==> src/rtl/bcd_stopwatch_pkg.sv <==
// rtl/bcd_stopwatch_pkg.sv - shared types and BCD helpers for the stopwatch controller
package bcd_stopwatch_pkg;

    typedef enum logic [1:0] {
        IDLE,
        RUN,
        PAUSED
    } sw_state_t;

    typedef logic [3:0] bcd_t;

    localparam bcd_t BCD_MAX = 4'd9;

    function automatic bcd_t bcd_inc(input bcd_t d);
        return (d == BCD_MAX) ? 4'd0 : d + 4'd1;
    endfunction

endpackage

==> src/rtl/bcd_digit.sv <==
// rtl/bcd_digit.sv - one BCD decade; wraps 9 -> 0 on inc, flags when sitting at 9
module bcd_digit
    import bcd_stopwatch_pkg::*;
(
    input  logic       clk,
    input  logic       reset,
    input  logic       clr,
    input  logic       inc,
    output logic [3:0] q,
    output logic       at_max
);

    always_ff @(posedge clk) begin
        if (reset || clr) begin
            q <= '0;
        end else if (inc) begin
            q <= bcd_inc(q);
        end
    end

    assign at_max = (q == BCD_MAX);

endmodule

==> src/rtl/bcd_stopwatch_ctrl.sv <==
// rtl/bcd_stopwatch_ctrl.sv - run/pause/clear stopwatch over a chain of BCD digits
// with a prescaled count tick and a single-slot lap snapshot register.
module bcd_stopwatch_ctrl
    import bcd_stopwatch_pkg::*;
#(
    parameter int NDIGITS  = 4,
    parameter int PRESCALE = 10
) (
    input  logic                   clk,
    input  logic                   reset,
    input  logic                   start,
    input  logic                   stop,
    input  logic                   clear,
    input  logic                   lap_req,
    input  logic                   lap_ready,
    output logic [4*NDIGITS-1:0]   count,
    output logic                   running,
    output logic                   overflow,
    output logic                   lap_valid,
    output logic [4*NDIGITS-1:0]   lap_data,
    output logic                   lap_drop
);

    localparam int PW = (PRESCALE > 1) ? $clog2(PRESCALE) : 1;
    localparam logic [PW-1:0] PRE_LAST = PW'(PRESCALE - 1);

    sw_state_t state, state_nxt;
    logic [PW-1:0] pre;
    logic tick;
    logic lap_take;
    logic [NDIGITS-1:0] at_max;
    logic [NDIGITS:0] carry;

    always_ff @(posedge clk) begin
        if (reset) begin
            state <= IDLE;
        end else begin
            state <= state_nxt;
        end
    end

    // stop masks start even when it has nothing to do (IDLE/PAUSED)
    always_comb begin
        state_nxt = state;
        if (clear) begin
            state_nxt = IDLE;
        end else if (stop) begin
            if (state == RUN) begin
                state_nxt = PAUSED;
            end
        end else if (start && (state != RUN)) begin
            state_nxt = RUN;
        end
    end

    always_comb begin
        running = (state == RUN);
    end

    // prescaler freezes on the stop cycle so a resume keeps tick phase
    always_ff @(posedge clk) begin
        if (reset || clear) begin
            pre <= '0;
        end else if ((state == RUN) && !stop) begin
            pre <= (pre == PRE_LAST) ? '0 : pre + PW'(1);
        end
    end

    assign tick     = (state == RUN) && !clear && !stop && (pre == PRE_LAST);
    assign carry[0] = tick;

    for (genvar i = 0; i < NDIGITS; i++) begin : g_digit
        bcd_digit u_digit (
            .clk    (clk),
            .reset  (reset),
            .clr    (clear),
            .inc    (carry[i]),
            .q      (count[4*i +: 4]),
            .at_max (at_max[i])
        );
        assign carry[i+1] = carry[i] & at_max[i];
    end

    always_ff @(posedge clk) begin
        if (reset || clear) begin
            overflow <= 1'b0;
        end else if (carry[NDIGITS]) begin
            overflow <= 1'b1;
        end
    end

    assign lap_take = lap_req && (state != IDLE);

    always_ff @(posedge clk) begin
        if (reset) begin
            lap_valid <= 1'b0;
            lap_data  <= '0;
            lap_drop  <= 1'b0;
        end else begin
            lap_drop <= lap_take && lap_valid && !lap_ready;
            if (lap_take && (!lap_valid || lap_ready)) begin
                lap_data  <= count;
                lap_valid <= 1'b1;
            end else if (lap_valid && lap_ready) begin
                lap_valid <= 1'b0;
            end
        end
    end

endmodule
==> config.mk <==
export PLATFORM = sky130hd
export DESIGN_NAME = bcd_stopwatch_ctrl
export DESIGN_NICKNAME = d
export VERILOG_FILES = /design/src/rtl/bcd_stopwatch_pkg.sv /design/src/rtl/bcd_digit.sv /design/src/rtl/bcd_stopwatch_ctrl.sv
export SDC_FILE = /design/constraint.sdc
export NUM_CORES = 1
export LEC_CHECK = 0
export CAP_MARGIN = 30
export CORE_AREA = 2 2 52 91
export DETAILED_ROUTE_END_ITERATION = 8
export DIE_AREA = 0 0 54 93
export GPL_ROUTABILITY_DRIVEN = 0
export PLACE_DENSITY = 0.77
export RECOVER_POWER = 25
export SLEW_MARGIN = 20
export SYNTH_ARGS = -nofsm -noshare
export SYNTH_HDL_FRONTEND = slang
export SYNTH_HIERARCHICAL = 1
export SYNTH_SLANG_ARGS = --single-unit
==> constraint.sdc <==
create_clock -name clk -period 2.25 [get_ports clk]
set_input_delay 0.5625 -clock clk [delete_from_list [all_inputs] [get_ports clk]]
set_output_delay 0.5625 -clock clk [all_outputs]
set_load 0.005 [all_outputs]
==> summary.md <==
| Metric | Value |
|---|---|
| Starting density of the core | `0.422` |
| Final Instance Area | `2490 um2` |
| CTS Hold Buffers Added | `0` |
| Tot GR Track Use | `0.189` |
| Number of diodes | `0` |
| Commonest cells in the synthesized netlist | `dfxtp_1 (41), a21oi_1 (25), nand2_1 (22)` |
| Clk sinks | `41` |
| Crit path max-delay family | `simple AND/OR/NAND/NOR gates` |
| Max Clock Freq | `478 MHz` |
| Post-route ant nets | `0` |
| Critical path arrival | `2.33 ns` |
| Period utilisation layout | `0.930` |
| Critical path class | `in2reg` |
| Slew @ Worst Pin | `0.848 ns` |
| Power, Total | `0.00138 W` |
| CTS Buffer Depth | `2` |
| RSZ-0062 raised after global routing | `no` |
| Final setup vio count | `0` |
| Max stage delay on crit path | `0.55 ns` |
| Post-synthesis sequential area ratio | `0.450` |
| Clk_skew | `0.00998 ns` |
| CP Launch Type | `primary input` |
| Worst path buffer plus inverter count | `2` |
| CP Cell Sequence | `clkdlybuf4s50_1 -> or4_4 -> inv_4 -> and3_4 -> nand2_1 -> a211o_2 -> a21boi_2` |
| Non-Filler Instances | `314` |
| Post-synthesis instance total | `209` |
| Post-Syn Area | `1830 um2` |
| Vias/cell | `5.44` |
| Yosys reg bits | `41` |
| DRC Markers | `0` |
| Crit end category | `flip-flop` |
| Fin crit period | `2.09 ns` |
| Clk_lat worst skew | `0.30 ns` |
| Final hold violation count | `0` |
| CP Max Fanout | `3` |
| First-pass GRT wire length | `7120 um` |
| Slowest-stage cell, CP | `or4_4` |
| Number of synthesized flops with an enable pin | `0` |
| Area Growth Syn to Fin | `36.6%` |
| Avg Cell Area, Syn | `8.73 um2` |
| H-tree level count | `2` |
| Die H | `93 um` |
| Worst hold path type | `reg2reg` |
| TritonCTS clock tree | `yes` |
| DP Worst Slack | `-0.392 ns` |
| Initial antenna violation count | `0` |
| Die Wd | `54 um` |
| Gr ovfl total | `0` |
| Pin count of the biggest net entering global routing | `19` |
| Required @ worst endpoint | `2.49 ns` |
| Port bufs | `42` |
| Synth area leaders | `dfxtp_1 (45%), a21oi_1 (6.9%), o21ai_0 (5.2%), nand3_1 (4.7%), nand2_1 (4.5%)` |
| Max-slew headroom | `0.434` |
| Initial DRC Count | `48` |
| Ys Warns | `6` |
| Core ar. | `4320 um2` |
| Top_reg_cell synth | `dfxtp_1` |
| Number of top-level pins | `43` |
| Share of flip-flops with an asynchronous set or reset | `0` |
| DP Cell Count | `306` |
| DP HPWL | `3210 um` |
| WL per Instance | `13.7 um` |
| Distinct cells, synth | `31` |
| Vias | `1708` |
| Number of global-route vias before repair | `1634` |
| # Max-Cap Violations | `0` |
| Pleak | `0.816 nW` |
| Row count | `32` |
| Post-Syn Nets | `216` |
| Clk slew on worst S/H paths | `0.08 ns` |
| CTS root buffer | `clkbuf_8` |
| Top-count cell post-synth | `dfxtp_1` |
| Outcome | `finished clean` |
| Die area | `5020 um2` |
| IR drop worst, VDD | `0.000493 V` |
| Total Routed Length | `4290 um` |
| # nets final | `269` |
| Fin. max-slew vios | `0` |
| Top cell type by total area after synthesis | `dfxtp_1` |
| Share of cells above drive strength 1 | `0.175` |
| Placed inst area | `2370 um2` |
| CTS Buf Count | `5` |
| Final worst slack | `0.159 ns` |
| Pwr per Cell Area | `552 nW/um2` |
| DRT Pass-1 Iters | `4` |
| Synth top area share | `0.450` |
[logic make-up (layout without fill, tap and decap cells)]
kind of cell,after synthesis,count (layout),synth area share
AO/OA/AOI/OAI,61,61,0.202
XOR/XNOR,9,9,0.0432
buffers and inverters,16,70,0.0329
flip-flops,41,41,0.450
multiplexers,4,4,0.0247
AND/OR/NAND/NOR,78,78,0.247
[cell type report]
class	count	area (um2)
Clock buffer	5	68.8
Clock inverter	3	46.3
Fill cell	375	1830
Inverter	8	32.5
Multi-Input combinational cell	152	956
Sequential cell	41	821
Tap cell	51	63.8
Timing Repair Buffer	54	505
[worst register-to-register path, cell delays in order, from the launching register on]
cell and delay [ns]:
dfxtp_1 0.38, nand4bb_4 0.23, or4_4 0.52, inv_4 0.08
and3_4 0.20, nand2_1 0.08, a211o_2 0.29, a21boi_2 0.13
[layer usage]
| metal | track usage | share of wire |
|---|---|---|
| met1 | 0.205 | 0.38 |
| met2 | 0.330 | 0.56 |
| met3 | 0.0335 | 0.031 |
| met4 | 0.0979 | 0.027 |
| met5 | 0 | 0 |
[worst paths after layout]
check                                 start                 endpoint  slack (ns)  cells after the start
worst max-delay path                  clear  g_digit[2].u_digit/q[1]        0.16                      7
worst min-delay path            lap_data[7]              lap_data[7]        0.47                      2
worst max register to register     state[1]  g_digit[2].u_digit/q[1]        0.29                      7
worst min register to register  lap_data[7]              lap_data[7]        0.47                      2
[per-stage QoR]
step	hold WS (ns)	util	TNS, ns
4_1_cts	0.479	0.576	0
3_3_place_gp	0.461	0.548	-3.42
5_1_grt	0.510	0.577	0
3_5_place_dp	0.467	0.548	-3.94
2_1_floorplan	0.461	-	0
6_report	0.472	0.577	0
[flip-flops by register name (all words and copies together) (netlist names)]
name,flops
g_digit.u_digit/q,16
lap_data,16
lap_drop,1
lap_valid,1
overflow,1
pre,4
state,2
[power by group]
| part | leakage [nW] | total [W] | internal (W) | switching [W] |
|---|---|---|---|---|
| Combinational | 0.431 | 0.0000512 | 0.0000224 | 0.0000288 |
| Clock | 0.0543 | 0.000598 | 0.000332 | 0.000266 |
| Sequential | 0.330 | 0.000727 | 0.000726 | 0.00000121 |
[cell usage in the layout (no fill, tap or decap), types with 4 or more instances in the layout]
cell type,instances
mux2_2,4
nor2b_1,4
nand3_2,4
nand2_1,22
nor3_1,9
dlygate4sd3_1,11
clkdlybuf4s50_1,30
a21oi_1,25
and4bb_2,4
a211o_2,4
o21ai_0,19
clkbuf_8,5
a21boi_2,4
nand3_1,17
inv_1,7
o22ai_1,4
nor2_1,7
dfxtp_1,41
buf_4,10
xnor2_1,9
[timing repair]
action,4_1_cts,5_1_grt
gates resized for setup,3,2
pin swaps,1,1
setup endpoints to repair,6,6
buffers inserted,0,0
endpoints found under the hold margin,0,0
No activity file was read; power rests on OpenSTA's default activity.
